==> config.mk <==
export PLATFORM = sky130hd
export DESIGN_NAME = bist_fail_logger
export DESIGN_NICKNAME = d
export VERILOG_FILES = /design/src/rtl/bist_fail_logger.sv
export SDC_FILE = /design/constraint.sdc
export NUM_CORES = 1
export LEC_CHECK = 0
export ABC_AREA = 1
export CORE_MARGIN = 4
export CORE_UTILIZATION = 26
export DETAILED_ROUTE_END_ITERATION = 6
export SYNTH_ARGS = -nofsm -noshare
export SYNTH_HDL_FRONTEND = slang
export SYNTH_SLANG_ARGS = --single-unit
==> constraint.sdc <==
create_clock -name clk -period 4.9 [get_ports clk]
set_input_delay 0.98 -clock clk [delete_from_list [all_inputs] [get_ports clk]]
set_output_delay 0.98 -clock clk [all_outputs]
set_load 0.01 [all_outputs]
==> src/rtl/bist_fail_logger.sv <==
// MBIST fail logger: records miscompare events into a small FIFO drained over valid/ready,
// and keeps a saturating fail count, a sticky overflow flag and a pass/fail verdict.
// Optional first-fail capture registers are built when FIRST_FAIL_CAPTURE_EN is defined.
module bist_fail_logger #(
  parameter int size   = 6,
  parameter int length = 8,
  parameter int DEPTH  = 8,
  parameter int CNT_W  = 8
) (
  input  logic              clk,
  input  logic              rst,
  input  logic              session_start,
  input  logic              test_done,
  input  logic              NbarT,
  input  logic              fail,
  input  logic [2:0]        pat_idx,
  input  logic [size-1:0]   fail_addr,
  input  logic [length-1:0] exp_data,
  input  logic [length-1:0] act_data,
  output logic              out_valid,
  input  logic              out_ready,
  output logic [2:0]        out_pat,
  output logic [size-1:0]   out_addr,
  output logic [length-1:0] out_exp,
  output logic [length-1:0] out_act,
  output logic [CNT_W-1:0]  fail_count,
  output logic              overflow,
  output logic              busy,
  output logic              done,
`ifdef FIRST_FAIL_CAPTURE_EN
  output logic              first_valid,
  output logic [2:0]        first_pat,
  output logic [size-1:0]   first_addr,
`endif
  output logic              pass
);

  localparam int AW = $clog2(DEPTH);

  typedef enum logic [1:0] {
    IDLE    = 2'd0,
    CAPTURE = 2'd1,
    DONE    = 2'd2
  } state_t;

  typedef struct packed {
    logic [2:0]        pat;
    logic [size-1:0]   addr;
    logic [length-1:0] exp;
    logic [length-1:0] act;
  } entry_t;

  state_t        state;
  entry_t        mem [DEPTH];
  entry_t        head;
  entry_t        wr_entry;
  logic [AW:0]   wr_ptr;
  logic [AW:0]   rd_ptr;
  logic          empty;
  logic          full;
  logic          capture;
  logic          pop;
  logic          push;

  // Extra pointer MSB distinguishes full (wrapped) from empty when the index bits match.
  always_comb begin
    empty    = (wr_ptr == rd_ptr);
    full     = (wr_ptr[AW] != rd_ptr[AW]) && (wr_ptr[AW-1:0] == rd_ptr[AW-1:0]);
    capture  = fail && NbarT && (state == CAPTURE) && !session_start;
    pop      = !empty && out_ready;
    push     = capture && (!full || pop);
    wr_entry = '{pat: pat_idx, addr: fail_addr, exp: exp_data, act: act_data};
    head     = mem[rd_ptr[AW-1:0]];
  end

  // Head fields are forced to zero while empty so unwritten storage never reaches the ports.
  always_comb begin
    out_valid = !empty;
    out_pat   = '0;
    out_addr  = '0;
    out_exp   = '0;
    out_act   = '0;
    if (!empty) begin
      out_pat  = head.pat;
      out_addr = head.addr;
      out_exp  = head.exp;
      out_act  = head.act;
    end
  end

  assign pass = done && (fail_count == '0);

  // NOTE: state uses non-blocking assignments so every register samples pre-edge values.
  always_ff @(posedge clk or negedge rst) begin
    if (!rst) begin
      state <= IDLE;
      busy  <= 1'b0;
      done  <= 1'b0;
    end else if (session_start) begin
      state <= CAPTURE;
      busy  <= 1'b1;
      done  <= 1'b0;
    end else if (state == CAPTURE && test_done) begin
      state <= DONE;
      busy  <= 1'b0;
      done  <= 1'b1;
    end
  end

  always_ff @(posedge clk or negedge rst) begin
    if (!rst) begin
      wr_ptr     <= '0;
      rd_ptr     <= '0;
      fail_count <= '0;
      overflow   <= 1'b0;
    end else if (session_start) begin
      wr_ptr     <= '0;
      rd_ptr     <= '0;
      fail_count <= '0;
      overflow   <= 1'b0;
    end else begin
      if (push) wr_ptr <= wr_ptr + 1'b1;
      if (pop)  rd_ptr <= rd_ptr + 1'b1;
      if (capture && fail_count != '1) fail_count <= fail_count + CNT_W'(1);
      if (capture && !push)            overflow   <= 1'b1;
    end
  end

  // NOTE: log storage has no reset; pointers define validity and outputs are gated by empty.
  always_ff @(posedge clk) begin
    if (push) mem[wr_ptr[AW-1:0]] <= wr_entry;
  end

`ifdef FIRST_FAIL_CAPTURE_EN
  always_ff @(posedge clk or negedge rst) begin
    if (!rst) begin
      first_valid <= 1'b0;
      first_pat   <= '0;
      first_addr  <= '0;
    end else if (session_start) begin
      first_valid <= 1'b0;
      first_pat   <= '0;
      first_addr  <= '0;
    end else if (capture && !first_valid) begin
      first_valid <= 1'b1;
      first_pat   <= pat_idx;
      first_addr  <= fail_addr;
    end
  end
`endif

endmodule

==> metrics.txt <==
crit path cell chain=buf_4, buf_4, nor2_1, nor2_1, o21ai_0, o211ai_1, nand2_1, nor2_1, clkdlybuf4s50_1; Finish-stage setup viols=0; Mapped Nets=794; Congestion Overflow GR=0; RSZ-0062 raised after global routing=no; FF/Latch Area=approximately 0.0065 sq mm; initial antenna violation count=0; initial DRC count=just over 600; htree depth=1; post-route ant nets=0; r2r endpoint=rd_ptr[0]$_DFFE_PN0P_; Synth area leaders=edfxtp_1 (67%), nor2_1 (7.8%), o21ai_0 (6.1%); post-layout net count=roughly 860; P per Cell Area=389 mW/mm^2; GR Layer Usage met2=0.179; Port Buffers=69; fin worst setup slack=approximately 660 ps; Largest stage delay, worst path=between 600 and 700 ps; largest fanout on the critical path=70; Req. time, crit path=around 4000 ps; Avg WL per Cell=17.2 um; post-route cell area=0.0110 sq mm; largest net degree at the start of global routing=about 100; share of layout cells above drive strength 1=0.0869; Clock Pin Slew Worst Setup and Hold Paths=about 60 ps; r2r setup slk=between 2000 and 3000 ps; FMAX=236 MHz; multi-input combinational cell area=0.00224 sq mm; antenna diode count=0; Worst Setup EP=out_exp[5]; Worst Skew=approximately 23 ps; height of the die=194 um; met3 usage=0.0219; #FFs+latches synth=between 200 and 250; Starting Density=0.266; Final Hold Vio Count=0; Top Ports=70; most used cell, CP=nor2_1; most used routing layer=met2; count leader, synth=edfxtp_1; synthesized cell area=around 0.009 sq mm; # DRC=0; reg2reg start=rd_ptr[0]$_DFFE_PN0P_; post-synth top area cell=edfxtp_1; crit end category=primary output; Max-slew headroom=0.300; crit path DAT=between 3000 and 4000 ps; post-DR vias/cell=4.67; TNS Setup=0 ps; Die Wd=approximately 190 um; Commonest cells post-synth=edfxtp_1 (200), nor2_1 (187), o21ai_0 (109), nand2_1 (74); clk buf depth=3; PostCTS Resize Cnt=0; Post-synth top flop=edfxtp_1; drt pass-1 iters=4; number of max-cap violations=0; mean post-synth cell area=~12 sq um; clk sinks=between 200 and 250; final slew viol count=0; Cell variety after synth=24; Sequential Power Share=0.482; Die ar.=between 0.03 and 0.04 sq mm; Yosys top cell area share=0.668; HPWL Detailed=12300 um; Syn. warnings=0; outcome=completed; CP startpoint kind=flip-flop; clock share of power=0.423; asr flop ratio synth=0.0868; Switch Pwr=0.00104 W; pre-CTS setup slack=between 1000 and 1500 ps; CTS Root Cell=clkbuf_16; placed inst area=roughly 0.010 sq mm; Placeable Area=0.0338 sq mm; Seq/Total Area, Yosys=0.721; WS Path Type=reg2out; TritonCTS Buffers=23; worst skew pair latency=around 530 ps; row count=67; CTS tree=built; Area growth, synth to finish=21.9%; Hold Buf Count CTS=0; global-route wire length before repair=about 34000 um; met1 Use GR=0.160; Cell Int Power=0.00323 W; GRT Total Usage=0.113; R2R depth=8; cell count after synthesis=between 700 and 800; Tightest Pin Transition=around 1000 ps; Cells on Worst Hold Path=2; final wirelength=22200 um; Lkg Pwr=about 3.7 nW; vias=approximately 6k; Peak supply drop=about 0.00031 V; Switching Fraction=0.243; vias in the first global route=5708; Critical Path Start=rd_ptr[0]$_DFFE_PN0P_; Post-synth EDFFs=200; Logic pwr share=0.094; period utilization=0.865; Placer Congestion=roughly 0.8; post-CTS repair timing setup buffer count=0; Fillers=3375; post-route minimum period=4240 ps; Worst path slowest cell=buf_4; Hold Crit Class=reg2reg
cell usage in the layout (no fill, tap or decap), types with 5 or more instances in the layout:
| cell | netlist | final |
|---|---|---|
| edfxtp_1 | 200 | 200 |
| nor2_1 | 187 | 183 |
| o21ai_0 | 109 | 109 |
| nand2_1 | 74 | 74 |
| clkdlybuf4s50_1 | 0 | 69 |
| o22ai_1 | 25 | 25 |
| o211ai_1 | 25 | 25 |
| clkbuf_16 | 0 | 23 |
| inv_1 | 21 | 21 |
| nand3_1 | 16 | 16 |
| dfrtp_1 | 19 | 16 |
| buf_4 | 5 | 16 |
| nand4_1 | 14 | 14 |
| clkinv_2 | 0 | 5 |
state kept, by name, indices dropped and copies added, names as in the netlist:
| name | cells |
|---|---|
| rd_ptr | 4 |
| done | 1 |
| state | 1 |
| wr_ptr | 4 |
| fail_count | 8 |
| overflow | 1 |
| mem | 200 |
power groups by stage:
stage	Combinational [W]	Clock, W	Sequential, W
after floorplan	0.000219	0	0.00210
after global placement	0.000407	0	0.00210
after detailed placement	0.000410	0	0.00210
after CTS	0.000412	0.00185	0.00206
after global routing	0.000449	0.00193	0.00206
final	0.000403	0.00181	0.00206
how the worst min path moves through the flow:
stage          slack (ps)                  start                    end
6_report              530   state[0]$_DFFE_PN0P_   state[0]$_DFFE_PN0P_
5_1_grt               590   overflow$_DFFE_PN0P_   overflow$_DFFE_PN0P_
4_1_cts               530   state[0]$_DFFE_PN0P_   state[0]$_DFFE_PN0P_
3_5_place_dp          520   state[0]$_DFFE_PN0P_   state[0]$_DFFE_PN0P_
3_3_place_gp          520   state[0]$_DFFE_PN0P_   state[0]$_DFFE_PN0P_
2_1_floorplan         510  wr_ptr[3]$_DFFE_PN0P_  wr_ptr[3]$_DFFE_PN0P_
through the flow:
step,cells,utilization,power [W],hold slack [ps]
6_report,1288,0.325,0.00427,530
5_1_grt,1288,0.325,0.00444,592
4_1_cts,1288,0.325,0.00432,534
3_5_place_dp,1246,0.301,0.00251,520
3_3_place_gp,1246,0.301,0.00251,515
2_1_floorplan,758,-,0.00232,513
worst max-delay path, delay by kind of cell, from the launching register on:
kind	cells	cell delay, ps
DFF	1	370
AOI/OAI and AO/OA	2	310
and+or+nand+nor	4	460
buffers and inverters	3	1550
area by class of cell:
class                   instances  share of cell area
well taps                     448              0.0511
clock buffers                  23              0.0525
flip-flops and latches        219               0.591
clock inverters                19              0.0186
multi-input cells             471               0.204
inverters                      23             0.00787
repair buffers                 85              0.0739
routing by layer:
metal | part of all wire | vias to the layer above
li1 | - | 2841
met1 | 0.46 | 2967
met2 | 0.46 | 168
met3 | 0.049 | 36
met4 | 0.023 | 0
met5 | 0 | -
cells by family after synthesis:
logic type	share of synthesized area
DFF	0.721
buffers and inverters	0.0331
AOI/OAI and AO/OA	0.101
adders and majority gates	0.00557
xor gates and xnor gates	0.00292
and+or+nand+nor	0.136
No activity file was read; power rests on OpenSTA's default activity.
